$ cat config.mk
export PLATFORM = sky130hd
export DESIGN_NAME = axi4lite_regfile_flat
export DESIGN_NICKNAME = d
export VERILOG_FILES = /design/src/rtl/axi4lite_regfile_if.sv /design/src/rtl/axi4lite_regfile.sv /design/src/flat_wrapper.sv
export SDC_FILE = /design/constraint.sdc
export NUM_CORES = 1
export LEC_CHECK = 0
export CAP_MARGIN = 20
export CORE_MARGIN = 4
export CORE_UTILIZATION = 25
export CTS_BUF_LIST = sky130_fd_sc_hd__clkbuf_4
export DETAILED_ROUTE_END_ITERATION = 12
export GPL_ROUTABILITY_DRIVEN = 0
export MAX_ROUTING_LAYER = met4
export SLEW_MARGIN = 25
export SYNTH_ARGS = -nofsm -noshare
export SYNTH_HDL_FRONTEND = slang
export SYNTH_SLANG_ARGS = --single-unit
$ cat constraint.sdc
create_clock -name A_CLK -period 19.08 [get_ports A_CLK]
set_input_delay 4.77 -clock A_CLK [delete_from_list [all_inputs] [get_ports A_CLK]]
set_output_delay 4.77 -clock A_CLK [all_outputs]
set_load 0.01 [all_outputs]
$ cat src/rtl/axi4lite_regfile_if.sv
// AXI4-Lite bus bundle between one master and the register-file slave.
// The address/write channels flow master->slave; the responses flow back.
interface axi4lite_regfile_if #(
  parameter int ADDR_W = 32,
  parameter int DATA_W = 32,
  parameter int STRB_W = DATA_W/8
);
  logic              AW_VALID;
  logic [ADDR_W-1:0] AW_ADDR;
  logic [2:0]        AW_PROT;
  logic              AW_READY;
  logic              W_VALID;
  logic [DATA_W-1:0] W_DATA;
  logic [STRB_W-1:0] W_STRB;
  logic              W_READY;
  logic              B_VALID;
  logic [1:0]        B_RESP;
  logic              B_READY;
  logic              AR_VALID;
  logic [ADDR_W-1:0] AR_ADDR;
  logic [2:0]        AR_PROT;
  logic              AR_READY;
  logic              R_VALID;
  logic [DATA_W-1:0] R_DATA;
  logic [1:0]        R_RESP;
  logic              R_READY;

  modport master (
    output AW_VALID, AW_ADDR, AW_PROT, input AW_READY,
    output W_VALID, W_DATA, W_STRB,    input W_READY,
    input  B_VALID, B_RESP,            output B_READY,
    output AR_VALID, AR_ADDR, AR_PROT, input AR_READY,
    input  R_VALID, R_DATA, R_RESP,    output R_READY
  );

  modport slave (
    input  AW_VALID, AW_ADDR, AW_PROT, output AW_READY,
    input  W_VALID, W_DATA, W_STRB,    output W_READY,
    output B_VALID, B_RESP,            input B_READY,
    input  AR_VALID, AR_ADDR, AR_PROT, output AR_READY,
    output R_VALID, R_DATA, R_RESP,    input R_READY
  );
endinterface

$ cat src/rtl/axi4lite_regfile.sv
// AXI4-Lite slave terminating in NUM_REGS 32-bit control registers.
// Independent write and read FSMs; out-of-range accesses answer SLVERR.
module axi4lite_regfile #(
  parameter int AXI_ADDR_WIDTH = 32,
  parameter int AXI_DATA_WIDTH = 32,
  parameter int AXI_STRB_WIDTH = AXI_DATA_WIDTH/8,
  parameter int NUM_REGS       = 8
) (
  input  logic                               A_CLK,
  input  logic                               A_RST,
  axi4lite_regfile_if.slave                  bus,
  output logic [NUM_REGS*AXI_DATA_WIDTH-1:0] regs_o,
  output logic [NUM_REGS-1:0]                wr_pulse_o
);
  localparam int IDX_W = $clog2(NUM_REGS);
  localparam logic [AXI_ADDR_WIDTH-1:0] LIMIT = AXI_ADDR_WIDTH'(NUM_REGS*4);
  localparam logic [1:0] OKAY = 2'b00, SLVERR = 2'b10;

  typedef enum logic {WR_IDLE, WR_RESP} wr_state_e;
  typedef enum logic {RD_IDLE, RD_DATA} rd_state_e;

  wr_state_e wr_q;
  rd_state_e rd_q;

  logic [NUM_REGS-1:0][AXI_DATA_WIDTH-1:0] regs_q;
  logic [NUM_REGS-1:0]       wr_pulse_q;
  logic                      aw_held_q, w_held_q;
  logic [AXI_ADDR_WIDTH-1:0] awaddr_q;
  logic [AXI_DATA_WIDTH-1:0] wdata_q;
  logic [AXI_STRB_WIDTH-1:0] wstrb_q;
  logic                      b_valid_q, r_valid_q;
  logic [1:0]                b_resp_q, r_resp_q;
  logic [AXI_DATA_WIDTH-1:0] r_data_q;

  logic                      aw_hs, w_hs, ar_hs, wr_go, wr_in_range, rd_in_range;
  logic [AXI_ADDR_WIDTH-1:0] waddr_d;
  logic [AXI_DATA_WIDTH-1:0] wdata_d;
  logic [AXI_STRB_WIDTH-1:0] wstrb_d;
  logic [IDX_W-1:0]          widx, ridx;
  logic                      unused_prot;

  assign unused_prot = ^{bus.AW_PROT, bus.AR_PROT};

  // Readies are forced low while reset is held, so they rise with release.
  assign bus.AW_READY = !A_RST && (wr_q == WR_IDLE) && !aw_held_q;
  assign bus.W_READY  = !A_RST && (wr_q == WR_IDLE) && !w_held_q;
  assign bus.AR_READY = !A_RST && (rd_q == RD_IDLE);

  assign aw_hs = bus.AW_VALID && bus.AW_READY;
  assign w_hs  = bus.W_VALID  && bus.W_READY;
  assign ar_hs = bus.AR_VALID && bus.AR_READY;

  // Take whichever half arrives this cycle, else the latched copy.
  assign waddr_d     = aw_hs ? bus.AW_ADDR : awaddr_q;
  assign wdata_d     = w_hs  ? bus.W_DATA  : wdata_q;
  assign wstrb_d     = w_hs  ? bus.W_STRB  : wstrb_q;
  assign wr_go       = (aw_hs || aw_held_q) && (w_hs || w_held_q);
  assign wr_in_range = waddr_d < LIMIT;
  assign widx        = waddr_d[2 +: IDX_W];
  assign rd_in_range = bus.AR_ADDR < LIMIT;
  assign ridx        = bus.AR_ADDR[2 +: IDX_W];

  always_ff @(posedge A_CLK or posedge A_RST) begin
    if (A_RST) begin
      wr_q       <= WR_IDLE;
      regs_q     <= '0;
      wr_pulse_q <= '0;
      aw_held_q  <= 1'b0;
      w_held_q   <= 1'b0;
      awaddr_q   <= '0;
      wdata_q    <= '0;
      wstrb_q    <= '0;
      b_valid_q  <= 1'b0;
      b_resp_q   <= OKAY;
    end else begin
      wr_pulse_q <= '0;
      case (wr_q)
        WR_IDLE: begin
          if (aw_hs) begin
            awaddr_q  <= bus.AW_ADDR;
            aw_held_q <= 1'b1;
          end
          if (w_hs) begin
            wdata_q  <= bus.W_DATA;
            wstrb_q  <= bus.W_STRB;
            w_held_q <= 1'b1;
          end
          if (wr_go) begin
            aw_held_q <= 1'b0;
            w_held_q  <= 1'b0;
            b_valid_q <= 1'b1;
            b_resp_q  <= wr_in_range ? OKAY : SLVERR;
            if (wr_in_range) begin
              for (int b = 0; b < AXI_STRB_WIDTH; b++)
                if (wstrb_d[b]) regs_q[widx][8*b +: 8] <= wdata_d[8*b +: 8];
              wr_pulse_q[widx] <= 1'b1;
            end
            wr_q <= WR_RESP;
          end
        end
        WR_RESP: begin
          if (bus.B_READY) begin
            b_valid_q <= 1'b0;
            wr_q      <= WR_IDLE;
          end
        end
        default: wr_q <= WR_IDLE;
      endcase
    end
  end

  // regs_q is sampled before the write block's update, so a same-edge read sees the old value.
  always_ff @(posedge A_CLK or posedge A_RST) begin
    if (A_RST) begin
      rd_q      <= RD_IDLE;
      r_valid_q <= 1'b0;
      r_resp_q  <= OKAY;
      r_data_q  <= '0;
    end else begin
      case (rd_q)
        RD_IDLE: begin
          if (ar_hs) begin
            r_valid_q <= 1'b1;
            r_resp_q  <= rd_in_range ? OKAY : SLVERR;
            r_data_q  <= rd_in_range ? regs_q[ridx] : '0;
            rd_q      <= RD_DATA;
          end
        end
        RD_DATA: begin
          if (bus.R_READY) begin
            r_valid_q <= 1'b0;
            rd_q      <= RD_IDLE;
          end
        end
        default: rd_q <= RD_IDLE;
      endcase
    end
  end

  assign bus.B_VALID = b_valid_q;
  assign bus.B_RESP  = b_resp_q;
  assign bus.R_VALID = r_valid_q;
  assign bus.R_RESP  = r_resp_q;
  assign bus.R_DATA  = r_data_q;
  assign regs_o      = regs_q;
  assign wr_pulse_o  = wr_pulse_q;
endmodule

$ cat src/flat_wrapper.sv
// flat-port wrapper written by rule: the top's interface ports become plain ports
module axi4lite_regfile_flat 
#(
  parameter int AXI_ADDR_WIDTH = 32,
  parameter int AXI_DATA_WIDTH = 32,
  parameter int AXI_STRB_WIDTH = AXI_DATA_WIDTH/8,
  parameter int NUM_REGS       = 8
)
  (A_CLK, A_RST, regs_o, wr_pulse_o, bus_AW_VALID, bus_AW_ADDR, bus_AW_PROT, bus_AW_READY, bus_W_VALID, bus_W_DATA, bus_W_STRB, bus_W_READY, bus_B_VALID, bus_B_RESP, bus_B_READY, bus_AR_VALID, bus_AR_ADDR, bus_AR_PROT, bus_AR_READY, bus_R_VALID, bus_R_DATA, bus_R_RESP, bus_R_READY);
  axi4lite_regfile_if #(.ADDR_W(32), .DATA_W(32), .STRB_W(4)) bus_i ();
  input  logic A_CLK;
  input  logic A_RST;
  output logic [NUM_REGS*AXI_DATA_WIDTH-1:0] regs_o;
  output logic [NUM_REGS-1:0] wr_pulse_o;
  input wire logic [$bits(bus_i.AW_VALID)-1:0] bus_AW_VALID;
  input wire logic [$bits(bus_i.AW_ADDR)-1:0] bus_AW_ADDR;
  input wire logic [$bits(bus_i.AW_PROT)-1:0] bus_AW_PROT;
  output wire logic [$bits(bus_i.AW_READY)-1:0] bus_AW_READY;
  input wire logic [$bits(bus_i.W_VALID)-1:0] bus_W_VALID;
  input wire logic [$bits(bus_i.W_DATA)-1:0] bus_W_DATA;
  input wire logic [$bits(bus_i.W_STRB)-1:0] bus_W_STRB;
  output wire logic [$bits(bus_i.W_READY)-1:0] bus_W_READY;
  output wire logic [$bits(bus_i.B_VALID)-1:0] bus_B_VALID;
  output wire logic [$bits(bus_i.B_RESP)-1:0] bus_B_RESP;
  input wire logic [$bits(bus_i.B_READY)-1:0] bus_B_READY;
  input wire logic [$bits(bus_i.AR_VALID)-1:0] bus_AR_VALID;
  input wire logic [$bits(bus_i.AR_ADDR)-1:0] bus_AR_ADDR;
  input wire logic [$bits(bus_i.AR_PROT)-1:0] bus_AR_PROT;
  output wire logic [$bits(bus_i.AR_READY)-1:0] bus_AR_READY;
  output wire logic [$bits(bus_i.R_VALID)-1:0] bus_R_VALID;
  output wire logic [$bits(bus_i.R_DATA)-1:0] bus_R_DATA;
  output wire logic [$bits(bus_i.R_RESP)-1:0] bus_R_RESP;
  input wire logic [$bits(bus_i.R_READY)-1:0] bus_R_READY;
  assign bus_i.AW_VALID = bus_AW_VALID;
  assign bus_i.AW_ADDR = bus_AW_ADDR;
  assign bus_i.AW_PROT = bus_AW_PROT;
  assign bus_AW_READY = bus_i.AW_READY;
  assign bus_i.W_VALID = bus_W_VALID;
  assign bus_i.W_DATA = bus_W_DATA;
  assign bus_i.W_STRB = bus_W_STRB;
  assign bus_W_READY = bus_i.W_READY;
  assign bus_B_VALID = bus_i.B_VALID;
  assign bus_B_RESP = bus_i.B_RESP;
  assign bus_i.B_READY = bus_B_READY;
  assign bus_i.AR_VALID = bus_AR_VALID;
  assign bus_i.AR_ADDR = bus_AR_ADDR;
  assign bus_i.AR_PROT = bus_AR_PROT;
  assign bus_AR_READY = bus_i.AR_READY;
  assign bus_R_VALID = bus_i.R_VALID;
  assign bus_R_DATA = bus_i.R_DATA;
  assign bus_R_RESP = bus_i.R_RESP;
  assign bus_i.R_READY = bus_R_READY;
  axi4lite_regfile #(.AXI_ADDR_WIDTH(AXI_ADDR_WIDTH), .AXI_DATA_WIDTH(AXI_DATA_WIDTH), .AXI_STRB_WIDTH(AXI_STRB_WIDTH), .NUM_REGS(NUM_REGS)) u_core (.A_CLK(A_CLK), .A_RST(A_RST), .bus(bus_i), .regs_o(regs_o), .wr_pulse_o(wr_pulse_o));
endmodule
# Word-level counts from Yosys, hierarchy flattened

Index checks and enable logic that the tools add are counted.

Register bits after elaboration: 374
Bits of input ports: 113
Output and inout port bits: 305
Word-level logic and storage cells: 109

Muxes and demuxes: 54
Equal/unequal tests: 4
Bitwise gates (word level): 2
Magnitude comparators: 5
Reductions and logical operators: 23

Operators by type and width:

| operator                                                                       | count |
|---|---|
| 256-bit 2-to-1 mux                                                             | 13 |
| 256-bit bitwise mux                                                            | 4 |
| 32-bit demux with 3-bit select                                                 | 4 |
| 32-bit 2-to-1 mux                                                              | 5 |
| 32-bit binary-select mux with 3-bit select                                     | 1 |
| 32-bit by 6-bit less-than comparator with 1-bit output (second input constant) | 2 |
| 8-bit 2-to-1 mux                                                               | 4 |
| 24-bit 2-to-1 mux                                                              | 1 |
| 16-bit 2-to-1 mux                                                              | 1 |
| 1-bit 2-to-1 mux                                                               | 13 |
| 2-bit AND reduction                                                            | 6 |
| 1-bit logical AND                                                              | 9 |
| 3-bit by 4-bit less-than comparator with 1-bit output (second input constant)  | 2 |
| 1-bit one-hot mux with 2 select lines                                          | 4 |
| 2-bit 2-to-1 mux                                                               | 2 |
| 4-bit 2-to-1 mux                                                               | 1 |
| 2-bit by 1-bit != test with 1-bit output (second input constant)               | 2 |
| 2-bit != test (second input constant)                                          | 2 |
| 2-bit nonzero test                                                             | 2 |
| 1-bit demux with 3-bit select                                                  | 1 |
| 3-bit by 1-bit >= comparator with 1-bit output (second input constant)         | 1 |
| 1-bit zero test                                                                | 3 |
| 3-bit AND reduction                                                            | 1 |
| 1-bit logical OR                                                               | 2 |
| 1-bit NOT                                                                      | 2 |

# Longest topological paths before layout

Depth in word-level cells: 26
Depth in mapped cells: 9

# Worst setup path before layout

Ideal clock, no wire load.

Path type: in2reg
Start: input A_RST
End: register u_core.w_held_q
Cell stages on the path: 4
Setup slack: 6.066 ns
Buffers on the path: 0
Setup time: 0.130 ns
Data arrival time: 12.885 ns
Cells stage by stage: inv_1 nand2_1 a21oi_1 o21ai_0

Cells in the longest elaborated chain, start to end: 8
Elaborated cells between the ends (all ways): 12

Ends and longest elaborated chain:

| item                                        | RTL line                                       | source |
|---|---|---|
| from (decl)                                 | flat_wrapper.sv:12                             | `input logic A_RST;` |
| 1-bit zero test *                           | axi4lite_regfile.sv:45, axi4lite_regfile.sv:46 |  |
| 1-bit logical AND *                         | axi4lite_regfile.sv:45, axi4lite_regfile.sv:46 |  |
| 1-bit logical AND, on equally long branches | axi4lite_regfile.sv:45, axi4lite_regfile.sv:46 |  |
| 1-bit logical AND, on equally long branches | axi4lite_regfile.sv:49, axi4lite_regfile.sv:50 |  |
| 1-bit logical OR                            | axi4lite_regfile.sv:57                         | `assign wr_go = (aw_hs \|\| aw_held_q) && (w_hs \|\| w_held_q);` |
| 1-bit logical AND                           | axi4lite_regfile.sv:57                         |  |
| 2-bit nonzero test (no line)                | -                                              |  |
| 2-bit AND reduction (no line)               | -                                              |  |
| to (signal assigned)                        | axi4lite_regfile.sv:69                         | `w_held_q <= 1'b0;` |
| to (signal assigned)                        | axi4lite_regfile.sv:86                         | `w_held_q <= 1'b1;` |
| to (signal assigned)                        | axi4lite_regfile.sv:90                         | `w_held_q <= 1'b0;` |
| to (decl)                                   | axi4lite_regfile.sv:27                         | `logic aw_held_q, w_held_q;` |

Every way passes the cells marked *; elsewhere a longest branch is shown, timed or not.
A chain may end at the register's enable or synchronous reset.

# Final worst setup path

Start: input A_RST
End: output bus_AW_READY

Cells in the longest elaborated chain, start to end: 3

Ends and longest elaborated chain:

| item                           | RTL line               | source |
|---|---|---|
| 1-bit zero test                | axi4lite_regfile.sv:45 | `assign bus.AW_READY = !A_RST && (wr_q == WR_IDLE) && !aw_held_q;` |
| 1-bit logical AND (2 in a row) | axi4lite_regfile.sv:45 |  |
| to (decl)                      | flat_wrapper.sv:18     | `output wire logic [$bits(bus_i.AW_READY)-1:0] bus_AW_READY;` |

No other way between the ends.

==> impl_metrics.toml <==
[run_status]
outcome = "completed"

[final_layout]
fillers = 6259
area_growth_pct = 39.24
drive_gt1_share_pct = 35.27
fin_area_sq_um = 22930
final_net_count = 1678

[yosys]
synth_warnings = 0
syn-cell-area_sq_um = 16470
postSynthCellCount = 1091
synth_edf_count = 0
ys.flop_type = "dfrtp_1"
postSynthAreaPerCell_sq_um = 15.09
synth_cell_types = 39
ys_async_sr_fraction_pct = 100.0
yosysSeqAreaShare_pct = 56.23
ys_ff_latch = 370

[timing]
fin_setup_tns_ns = 0
setup_viol = 0
fmax_mhz = 88.97
layout_min_cycle_time_ns = 11.24
rsz0062_at_grt = "false"
tightest_slew_ns = 1.033
period_share_pct = 58.91
fin_skew_ns = 0.05561
final_max_slew_viol_count = 0
slew_headroom_pct = 31.13
hold_violations = 0
worst_hold_slack_ns = 0.4770

[setup_path]
r2r_slack_ns = 15.46
worstPathArrival_ns = 6.47
max_stage_delay_ns = 0.68
crit_path_start_kind = "input port"
worst-path-max-fanout = 7
crit_top_cell = "clkdlybuf4s50_1"
cp.required_ns = 14.31
critPathKind = "in -> out"
crit_buf_inv = 2
r2r_cells = 5
crit_family = "buffers and inverters"
cp_cell_sequence = "clkdlybuf4s50_1 -> nor3_1 -> clkdlybuf4s50_1"
crit_slowest_cell = "clkdlybuf4s50_1"
end_kind = "output port"
r2r-start = "u_core.wr_q"
r2r-end = "u_core.regs_o[74]"

[detailed_routing]
wl_per_cell_um = 22.29
drc = 0
vias = 11440
firstDrtPassIters = 5
vias_per_cell = 4.554
wl_um = 56010
final_antenna_net_count = 0
drt_iter0_drc = 692

[power]
ir_worst_vdd_v = 0.00003866
powerDensity_nw_per_um2 = 88.47
total_power_mw = 2.028
leakage_nw = 9.944

[global_route]
grt_max_degree = 166
grt_pass1_wl_um = 83660
grt_pass1_vias = 12410
grt.overflow.total = 0
grt_util_all_layers_pct = 16.26
antenna_found_initial = 5

[min_path]
hold_depth = 2
hold_path_end = "u_core.awaddr_q[12]"
hp-start = "u_core.awaddr_q[12]"
worstHoldPathType = "reg -> reg"

[floorplanning]
start_util_pct = 25.41
die-area_sq_um = 70040
rows = 93
core-area_sq_um = 64810
fp.dieH_um = 264.6
die-width_um = 264.6
pin_count = 418

[job]
maxCapViolations = 0

[clock_tree]
path_clk_slew_ns = 0.06
hold_buffers = 0
post_cts_resized = 0
h-tree-depth = 3
clock-sinks = 370
cts_tree = "yes"
clock-root-buffer = "clkbuf_4"
cts-buffers-inserted = 104
cts_setup_buffers = 0
clk_path_buf_depth = 3
clkLatencyLatePin_ns = 0.84

[placement]
io_buffers = 405
place_area_sq_um = 21460
dp_hpwl_um = 37590
-- how the worst max path moves through the flow --
stage / startpoint / endpoint / slack (ns) / depth (start not counted)
2_1_floorplan: A_RST / u_core.aw_held_q / 4.02 / 1
3_3_place_gp: A_RST / bus_AW_READY / 7.97 / 3
3_5_place_dp: A_RST / bus_AW_READY / 7.92 / 3
4_1_cts: A_RST / bus_AW_READY / 7.91 / 3
5_1_grt: A_RST / bus_AW_READY / 7.77 / 3
6_report: A_RST / bus_AW_READY / 7.84 / 3
-- cell type report --
class                   instances  area [sq um]  share of cell area (%)
flip-flops and latches        370          9259                   40.38
multi-input cells             663          6952                   30.32
repair buffers                416          4167                   18.17
clock buffers                 150          1126                   4.911
well taps                     855          1070                   4.666
clock inverters                41         285.3                   1.244
inverters                      10         50.05                  0.2183
diodes                          8         20.02                 0.08731
-- layout by cell type (no fill, tap or decap), types with 2 or more instances in the layout --
cell type,n
nand2_1,127
bufinv_16,4
nor3_1,10
clkinv_1,26
inv_1,9
buf_6,2
a41oi_2,4
a211oi_4,32
mux4_2,64
o21ai_0,37
diode_2,8
a21oi_2,4
clkinv_4,3
mux2i_4,4
clkdlybuf4s50_1,402
conb_1,2
nor4_1,20
nor4b_1,3
clkinv_2,6
mux2i_1,32
nor4bb_1,2
nand4_1,3
buf_4,9
clkbuf_4,150
dfrtp_1,370
nand2_2,2
nor2_1,13
mux2_2,288
-- sequential cells by signal, summed over array words and instances, names as in the netlist --
signal              count
u_core.regs_o         256
u_core.bus.R_DATA      32
u_core.wdata_q         32
u_core.awaddr_q        30
u_core.wr_pulse_o       8
u_core.wstrb_q          4
u_core.aw_held_q        1
u_core.bus.B_RESP       1
u_core.bus.B_VALID      1
u_core.bus.R_RESP       1
u_core.bus.R_VALID      1
u_core.rd_q             1
u_core.w_held_q         1
u_core.wr_q             1
-- where the power goes --
part	switching, mW	total (mW)	internal (mW)
registers	0.0426	0.903	0.861
clock network	0.352	0.770	0.418
logic	0.241	0.355	0.114
total	0.636	2.03	1.39
-- worst register-to-register path: cells and delay by family (launching register included) --
family	cells	cell delay, ns
AND/OR/NAND/NOR	3	1.67
multiplexers	1	0.42
flip-flops	1	0.49
AO/OA/AOI/OAI	1	0.91
-- kinds of logic after synthesis --
family                 count (synthesis)  synth area share, %
AO/OA/AOI/OAI                         83                5.790
buffers and inverters                 59                1.862
flip-flops                           370                56.23
multiplexers                         388                30.89
other                                  1              0.02277
AND/OR/NAND/NOR                      190                5.212
-- metal layers --
| metal | global-route usage [%] | vias up | routed length [um] |
|---|---|---|---|
| li1 | - | 5036 | - |
| met1 | 20.40 | 5956 | 23770 |
| met2 | 26.43 | 369 | 27740 |
| met3 | 4.464 | 82 | 3436 |
| met4 | 3.684 | 0 | 1062 |
| met5 | - | - | 0 |
-- through the flow --
| step | std cells | util (%) | setup slack, ns |
|---|---|---|---|
| 6_report | 2513 | 35.38 | 7.841 |
| 3_5_place_dp | 2313 | 33.11 | 7.925 |
| 2_1_floorplan | 1092 | - | 4.018 |
| 3_3_place_gp | 2312 | 33.08 | 7.974 |
| 4_1_cts | 2504 | 35.29 | 7.915 |
| 5_1_grt | 2513 | 35.38 | 7.775 |
-- cell usage after synthesis, types with 5 or more instances --
cell type	instances	area, sq um
mux4_2	64	1441
mux2i_1	32	320.3
buf_4	7	52.55
inv_1	10	37.54
mux2_2	288	3243
a21oi_1	5	25.02
a211oi_4	32	640.6
buf_1	9	33.78
dfrtp_1	370	9259
nand2_1	129	484.2
nor2_1	13	48.80
nor3_1	10	50.05
clkbuf_1	27	101.4
nor4_1	20	125.1
o21ai_0	37	185.2
(Power assumes the default switching activity.)
